[src/rtl/snoop_arb_pkg.sv]
// ---------------------------------------------------------------------------
// snoop_arb_pkg
// Shared definitions for the snoop arbiter blocks.
//   state_e         : grant controller state encoding
//   TAG_SZ_DEFAULT  : default width of an agent tag
//   clog2()         : ceiling log2, usable in constant expressions
// ---------------------------------------------------------------------------
package snoop_arb_pkg;

    typedef enum logic [1:0] {
        ST_IDLE   = 2'd0,
        ST_STAGED = 2'd1,
        ST_BUSY   = 2'd2,
        ST_DROP   = 2'd3
    } state_e;

    localparam int TAG_SZ_DEFAULT = 5;

    // Ceiling log2; clog2(1) = 0, clog2(2) = 1, clog2(3) = 2.
    function automatic int clog2(input int value);
        int r;
        int v;
        r = 0;
        v = value - 1;
        while (v > 0) begin
            r = r + 1;
            v = v >> 1;
        end
        return r;
    endfunction

endpackage : snoop_arb_pkg

[src/rtl/sat_counter.sv]
// ---------------------------------------------------------------------------
// sat_counter
// Up-counter that sticks at all-ones instead of wrapping.
//   clk : clock
//   rst : synchronous active-high reset, clears the count
//   inc : increment request this cycle
//   cnt : current count (registered)
// ---------------------------------------------------------------------------
module sat_counter #(
    parameter int W = 32
) (
    input  logic         clk,
    input  logic         rst,
    input  logic         inc,
    output logic [W-1:0] cnt
);

    logic [W-1:0] cnt_q;

    always_ff @(posedge clk) begin
        if (rst) begin
            cnt_q <= '0;
        end else if (inc && (cnt_q != {W{1'b1}})) begin
            cnt_q <= cnt_q + W'(1);
        end
    end

    assign cnt = cnt_q;

endmodule : sat_counter

[src/rtl/snoop_grant_ctrl.sv]
// ---------------------------------------------------------------------------
// snoop_grant_ctrl
// Pre-fetches one winning tag from the tag-tree root, routes the next snooped
// packet to that agent and pulses done when its last beat is written.
// Packets arriving with no tag staged are discarded and counted.
//
// Ports
//   clk, rst     : clock, synchronous active-high reset
//   tree_tag     : winning agent tag at the tree root
//   tree_rdy     : tree root has a ready agent
//   tree_ack     : claim of the current root tag (combinational)
//   snoop_valid  : snooper beat valid
//   snoop_sof    : first beat of a packet (qualified by snoop_valid)
//   snoop_last   : last beat of a packet (qualified by snoop_valid)
//   grant_tag    : agent the snooper writes to (0 when grant_vld is low)
//   grant_vld    : grant_tag is meaningful
//   done         : one-cycle pulse, packet completed into done_tag
//   done_tag     : agent that received the completed packet
//   dropping     : current packet is being discarded
//   pkt_cnt      : delivered packets, saturating
//   drop_cnt     : discarded packets, saturating
// ---------------------------------------------------------------------------
module snoop_grant_ctrl
    import snoop_arb_pkg::*;
#(
    parameter int N           = 4,
    parameter int TAG_SZ      = TAG_SZ_DEFAULT,
    parameter int ACK_HOLDOFF = 1,
    parameter int CNT_SZ      = 32
) (
    input  logic              clk,
    input  logic              rst,
    input  logic [TAG_SZ-1:0] tree_tag,
    input  logic              tree_rdy,
    output logic              tree_ack,
    input  logic              snoop_valid,
    input  logic              snoop_sof,
    input  logic              snoop_last,
    output logic [TAG_SZ-1:0] grant_tag,
    output logic              grant_vld,
    output logic              done,
    output logic [TAG_SZ-1:0] done_tag,
    output logic              dropping,
    output logic [CNT_SZ-1:0] pkt_cnt,
    output logic [CNT_SZ-1:0] drop_cnt
);

    localparam int HOLD_W = (ACK_HOLDOFF > 0) ? clog2(ACK_HOLDOFF + 1) : 1;
    localparam logic [HOLD_W-1:0] HOLD_LOAD = HOLD_W'(ACK_HOLDOFF);

    // Every agent index must be representable as a tag.
    if ((1 << TAG_SZ) < N) begin : g_bad_tag_sz
        $error("snoop_grant_ctrl: TAG_SZ too small for N agents");
    end

    state_e              state_q, state_d;
    logic [HOLD_W-1:0]   hold_q, hold_d;
    logic [TAG_SZ-1:0]   staged_tag_q, staged_tag_d;
    logic                drop_ret_q, drop_ret_d;   // DROP returns to STAGED
    logic                done_q, done_d;
    logic [TAG_SZ-1:0]   done_tag_q, done_tag_d;
    logic                pkt_inc;
    logic                drop_inc;
    logic                sof_v;
    logic                last_v;

    assign sof_v  = snoop_valid && snoop_sof;
    assign last_v = snoop_valid && snoop_last;

    // State register
    always_ff @(posedge clk) begin
        if (rst) begin
            state_q    <= ST_IDLE;
            hold_q     <= '0;
            drop_ret_q <= 1'b0;
            done_q     <= 1'b0;
            done_tag_q <= '0;
        end else begin
            state_q    <= state_d;
            hold_q     <= hold_d;
            drop_ret_q <= drop_ret_d;
            done_q     <= done_d;
            done_tag_q <= done_tag_d;
        end
    end

    // The staged tag is only observed while grant_vld is high, so it needs
    // no reset.
    always_ff @(posedge clk) begin
        staged_tag_q <= staged_tag_d;
    end

    // Next-state logic
    always_comb begin
        state_d      = state_q;
        hold_d       = hold_q;
        staged_tag_d = staged_tag_q;
        drop_ret_d   = drop_ret_q;
        done_d       = 1'b0;
        done_tag_d   = done_tag_q;
        pkt_inc      = 1'b0;
        drop_inc     = 1'b0;

        case (state_q)
            ST_IDLE: begin
                if (hold_q != '0) begin
                    hold_d = hold_q - HOLD_W'(1);
                end
                if (tree_ack) begin
                    // The ack wins a collision with sof: the tag is kept for
                    // the next packet while this one is discarded.
                    staged_tag_d = tree_tag;
                    state_d      = ST_STAGED;
                    if (sof_v) begin
                        if (last_v) begin
                            drop_inc = 1'b1;
                        end else begin
                            state_d    = ST_DROP;
                            drop_ret_d = 1'b1;
                        end
                    end
                end else if (sof_v) begin
                    if (last_v) begin
                        drop_inc = 1'b1;
                    end else begin
                        state_d    = ST_DROP;
                        drop_ret_d = 1'b0;
                    end
                end
            end

            ST_STAGED: begin
                if (sof_v) begin
                    if (last_v) begin
                        done_d     = 1'b1;
                        done_tag_d = staged_tag_q;
                        pkt_inc    = 1'b1;
                        state_d    = ST_IDLE;
                        hold_d     = HOLD_LOAD;
                    end else begin
                        state_d = ST_BUSY;
                    end
                end
            end

            ST_BUSY: begin
                // A stray sof mid-packet is ignored; only last ends it.
                if (last_v) begin
                    done_d     = 1'b1;
                    done_tag_d = staged_tag_q;
                    pkt_inc    = 1'b1;
                    state_d    = ST_IDLE;
                    hold_d     = HOLD_LOAD;
                end
            end

            ST_DROP: begin
                if (last_v) begin
                    drop_inc = 1'b1;
                    if (drop_ret_q) begin
                        state_d = ST_STAGED;
                    end else begin
                        state_d = ST_IDLE;
                        hold_d  = HOLD_LOAD;
                    end
                end
            end

            default: begin
                state_d = ST_IDLE;
            end
        endcase
    end

    // Output logic
    always_comb begin
        tree_ack  = !rst && (state_q == ST_IDLE) && (hold_q == '0) && tree_rdy;
        grant_vld = (state_q == ST_STAGED) || (state_q == ST_BUSY);
        grant_tag = grant_vld ? staged_tag_q : '0;
        dropping  = (state_q == ST_DROP);
        done      = done_q;
        done_tag  = done_tag_q;
    end

    sat_counter #(.W(CNT_SZ)) u_pkt_cnt (
        .clk (clk),
        .rst (rst),
        .inc (pkt_inc),
        .cnt (pkt_cnt)
    );

    sat_counter #(.W(CNT_SZ)) u_drop_cnt (
        .clk (clk),
        .rst (rst),
        .inc (drop_inc),
        .cnt (drop_cnt)
    );

endmodule : snoop_grant_ctrl

[config.mk]
export PLATFORM = sky130hd
export DESIGN_NAME = snoop_grant_ctrl
export DESIGN_NICKNAME = d
export VERILOG_FILES = /design/src/rtl/snoop_arb_pkg.sv /design/src/rtl/sat_counter.sv /design/src/rtl/snoop_grant_ctrl.sv
export SDC_FILE = /design/constraint.sdc
export NUM_CORES = 1
export LEC_CHECK = 0
export ABC_AREA = 0
export CAP_MARGIN = 30
export CORE_ASPECT_RATIO = 0.75
export CORE_MARGIN = 2
export CORE_UTILIZATION = 30
export CTS_BUF_LIST = sky130_fd_sc_hd__clkbuf_2 sky130_fd_sc_hd__clkbuf_4 sky130_fd_sc_hd__clkbuf_8
export DETAILED_ROUTE_END_ITERATION = 10
export GPL_ROUTABILITY_DRIVEN = 0
export GPL_TIMING_DRIVEN = 0
export MAX_ROUTING_LAYER = met4
export PLACE_DENSITY = 0.56
export SLEW_MARGIN = 20
export SYNTH_ARGS = -nofsm -noshare
export SYNTH_HDL_FRONTEND = slang
export SYNTH_SLANG_ARGS = --single-unit
[constraint.sdc]
create_clock -name clk -period 7.3 [get_ports clk]
set_clock_uncertainty 0.1 [all_clocks]
set_input_delay 1.46 -clock clk [delete_from_list [all_inputs] [get_ports clk]]
set_output_delay 1.46 -clock clk [all_outputs]
set_load 0.1 [all_outputs]
# After elaboration in Yosys (flattened, before gate mapping)
# Cells that the tools add are included.
# totals
regBits	79
wordCells	70
output_inout_bits	78
inputBits	11
# op_classes
n_mux	30
n_bitwise	2
add_sub_neg	3
reduce_logical	16
eq_ne	11
# ops
op	count
32-bit by 1-bit adder with 32-bit output, second input constant	2
32-bit != test, second input constant	2
2-bit two-way mux	9
5-bit two-way mux	3
1-bit two-way mux	13
5-bit one-hot mux with 2 select lines	1
2-bit one-hot mux with 4 select lines	1
1-bit logical AND	7
2-bit != test, second input constant	3
3-bit != test, second input constant	2
3-bit AND reduction	2
5-bit AND reduction	1
2-bit equality test, second input constant	2
1-bit one-hot mux with 2 select lines	2
1-bit one-hot mux with 4 select lines	1
2-bit AND reduction	2
2-bit by 1-bit equality test with 1-bit output, second input constant	1
2-bit logical NOT	1
2-bit by 1-bit != test with 1-bit output, second input constant	1
1-bit NOT	2
2-bit nonzero test	1
1-bit logical NOT	1
1-bit logical OR	1
1-bit subtractor, second input constant	1

# Logic depth before layout (Yosys ltp)
# logic_depth
word_depth	6
ltp_mapped	9
mapped_depth_nobuf	7

# Modules after synthesis
# From an unflattened synthesis, not the netlist that was laid out.
# hier_totals
cells_unflattened	475
area_unflattened_um2	4130.2
# by_module_without_submodules
module	cells_each	seq_area_each_um2	area_each_um2	n_inst
sat_counter	199	640.6	1674.1	2
snoop_grant_ctrl	77	350.3	782.0	1

# Worst setup path before layout
# OpenSTA, ideal clock, no wires.
# synth_path
kind	input-to-output
startpoint	input port rst
endpoint	output port tree_ack
path_buffers	0
t_arrival_ns	4.811
slack_ns	0.929
path_stages	1
t_required_ns	5.740
path_cell_list	nor4b_1
# synth_between
elab_chain_len	4
# synth_rtl
item	line_no	source
from (decl)	snoop_grant_ctrl.sv:32	input logic rst,
1-bit logical NOT	snoop_grant_ctrl.sv:177	tree_ack = !rst && (state_q == ST_IDLE) && (hold_q == '0) && tree_rdy;
1-bit logical AND (3 in a row)	snoop_grant_ctrl.sv:177	
to (decl)	snoop_grant_ctrl.sv:35	output logic tree_ack,
# No other way between the ends.

# Worst setup path after layout
# Ends and elaborated chain as after synthesis.

==> summary.md <==
| Metric | Value |
|---|---|
| Slew Viols, Final | 0 |
| Worst Max-Slew Pin Slew | 1.00 ns |
| Synth cell types | 49 |
| YS warnings | 0 |
| Syn_nets | 477 |
| Die Width | 137 um |
| Die area | 14300 um2 |
| # setup viols final | 0 |
| PortBufs | 88 |
| First-pass GRT wire length | 18800 um |
| GR peak layer | met1 |
| Ys flop type | dfxtp_1 |
| Final min period | 5.55 ns |
| Rel. slew slack | 0.328 |
| Clock tree buffer depth | 2 |
| Tcrit/Tclk final | 0.760 |
| Comb pwr share | 0.339 |
| Placed Area | 5100 um2 |
| Reg clk slew, reported paths | 0.08 ns |
| Post-CTS setup buffer count | 0 |
| Clock power share | 0.293 |
| Crit path max fanout | 8 |
| CTS tree | done |
| Residual DRC | 0 |
| Vias in the first global route | 3611 |
| Ys async rst share | 0 |
| Die H | 104 um |
| Initial antenna violation count | 0 |
| FF+latch area | 1630 um2 |
| Clk Latency, worst-skew pair | 0.36 ns |
| Crit path capture type | primary output |
| Post-route cell area | 5330 um2 |
| Critical path class | in2out |
| Post-synth EDFFs | 5 |
| M2 GR Usage | 0.226 |
| Hold/Removal Path Class | reg2reg |
| Mapped Area | 4000 um2 |
| Num CTS Buffers | 9 |
| Worst vdd ir | 313 uV |
| Hold depth | 2 |
| Sw Share | 0.398 |
| HPWL after detailed placement | 8570 um |
| Max_cap viols | 0 |
| Rows | 36 |
| Total power | 0.00126 W |
| Sink Count | 79 |
| Routed WL per cell | 15.8 um |
| Via/cell ratio | 5.42 |
| P_int | 0.000759 W |
| Syn Inst Count | 459 |
| Initial DRT Pass Iterations | 5 |
| Syn_area_per_cell | 8.72 um2 |
| Antenna fix cells | 0 |
| Largest net degree at the start of global routing | 14 |
| Leak | 1.60 nW |
| Hold Slack | 0.403 ns |
| Drt initial violations | 250 |
| # hold bufs at CTS | 0 |
| Share of post-route cells with drive strength above 1 | 0.0638 |
| GRT met1 Usage | 0.255 |
| CTS H-tree lvls | 3 |
| R2r startpoint | state_q[0] |
| Register-to-Register Path Depth | 6 |
| P&R area growth vs syn | 33.2% |
| Power per cell area | 237 nW/um2 |
| Gr ovfl total | 0 |
| # fillers | 1271 |
| Detail Route Antenna Nets | 0 |
| Grt met3 use | 0.0439 |
| Reg2reg end | u_drop_cnt.cnt[16] |
| Final hold vios | 0 |
| Root buffer cell | clkbuf_8 |
| Post-Place Setup Slack | 1.75 ns |
| Routed vias | 3983 |
| Setup TNS | 0 ns |
| Post_cts resized | 0 |
| CP required | 5.74 ns |
| Multi-input gate area | 2260 um2 |
| Sequential fraction of the synthesis area | 0.408 |
| Seq pwr share | 0.368 |
| Hold wc startpoint | u_drop_cnt.cnt[5] |
| Hold EP | u_drop_cnt.cnt[5] |
| Routed WL | 11600 um |
| Starting Density | 0.307 |
| Crit path launch type | input port |
| #FFs+latches synth | 79 |
| RSZ-0062 raised after global routing | no |
| # IOs | 89 |
| Setup ws final | 1.75 ns |
| Worst EP arrival | 3.99 ns |
| Status | finished, final reports clean |
| Switching power total | 0.000501 W |
| Core Area | 13000 um2 |
| Highest Clock Rate | 180 MHz |
| GRT Overall Usage | 0.170 |
| FF-to-FF setup slack | 4.56 ns |
| Final nets | 577 |
stage by stage:
stage,std cells,utilization
final,735,0.409
after CTS,734,0.409
after global placement,718,0.391
after floorplan,459,-
after detailed placement,718,0.392
after global routing,735,0.409
cell usage after synthesis (2+ instances only):
cell,instances,area (um2)
xor2_1,3,26.3
ha_1,7,87.6
nor4_1,2,12.5
or3_1,23,144
nand3_1,21,105
xnor2_1,3,26.3
dfxtp_1,74,1480
or3_4,2,22.5
o31ai_1,27,203
and2_1,11,68.8
nand4_1,23,144
mux2i_1,8,80.1
nor2_1,25,93.8
and3_1,6,37.5
a21oi_1,54,270
buf_2,3,15.0
or4_1,30,225
nand2_1,33,124
o21ai_1,5,25.0
nor4b_1,2,17.5
buf_6,3,33.8
nand2_2,2,12.5
nor2b_1,5,31.3
edfxtp_1,5,150
a311oi_1,3,26.3
o21ai_0,23,115
inv_1,7,26.3
clkbuf_1,10,37.5
a211oi_1,2,15.0
nor3_1,7,35.0
and4_1,12,105
logic make-up (layout without fill, tap and decap cells):
| group | count (synthesis) | in the layout | share of synthesized area |
|---|---|---|---|
| buffers and inverters | 23 | 128 | 0.0281 |
| AO/OA/AOI/OAI | 126 | 126 | 0.196 |
| XOR/XNOR | 6 | 6 | 0.0131 |
| AND/OR/NAND/NOR | 209 | 209 | 0.310 |
| multiplexers | 9 | 9 | 0.0228 |
| flip-flops | 79 | 79 | 0.408 |
| adder cells (fa/ha/maj) | 7 | 7 | 0.0219 |
sequential cells by signal, summed over array words and instances, names as in the netlist:
register        cells
staged_tag_q        5
drop_ret_q          1
state_q             2
u_pkt_cnt.cnt      32
done_tag            5
hold_q              1
u_drop_cnt.cnt     32
done                1
how the worst max path moves through the flow:
stage,from,end,cells after the start
2_1_floorplan,rst,tree_ack,1
3_5_place_dp,rst,tree_ack,3
6_report,rst,tree_ack,3
4_1_cts,rst,tree_ack,3
5_1_grt,rst,tree_ack,3
3_3_place_gp,rst,tree_ack,3
cells in the final DEF, fill, tap and decap left out, drive strengths merged, types with 4 or more instances in the layout:
cell,count
clkdlybuf4s50,88
dfxtp,74
a21oi,54
nand2,35
or4,30
o31ai,28
o21ai,28
nor2,25
or3,25
nand4,23
nand3,22
clkbuf,21
and4,12
and2,11
mux2i,8
nor3,8
inv,7
ha,7
buf,7
and3,6
nor2b,5
edfxtp,5
nor4,4
power groups by stage:
stage	clock network [W]	logic [W]	registers, W
finish	0.000369	0.000428	0.000464
global route	0.000394	0.000454	0.000467
floorplan	0	0.000298	0.000500
CTS	0.000380	0.000429	0.000464
global placement	0	0.000423	0.000473
detailed placement	0	0.000427	0.000474
routing by layer:
metal	part of all wire	routed length (um)	vias up
met1	0.53	6150	1874
met5	0	0	-
li1	-	-	1994
met4	0.0075	87	0
met3	0.053	621	10
met2	0.41	4750	105
final cells by class:
class | count | share of cell area
plain buffers | 16 | 0.0162
clock buffers | 11 | 0.0261
clock inverters | 5 | 0.0155
inverters | 7 | 0.00493
multi-input cells | 357 | 0.425
flip-flops and latches | 79 | 0.306
well taps | 171 | 0.0402
repair buffers | 89 | 0.166
worst max-delay path: stages:
cell and delay, ns:
clkdlybuf4s50_1 0.54, nor4b_1 0.70, clkdlybuf4s50_1 1.29
Power figures use the tool's default switching activity.
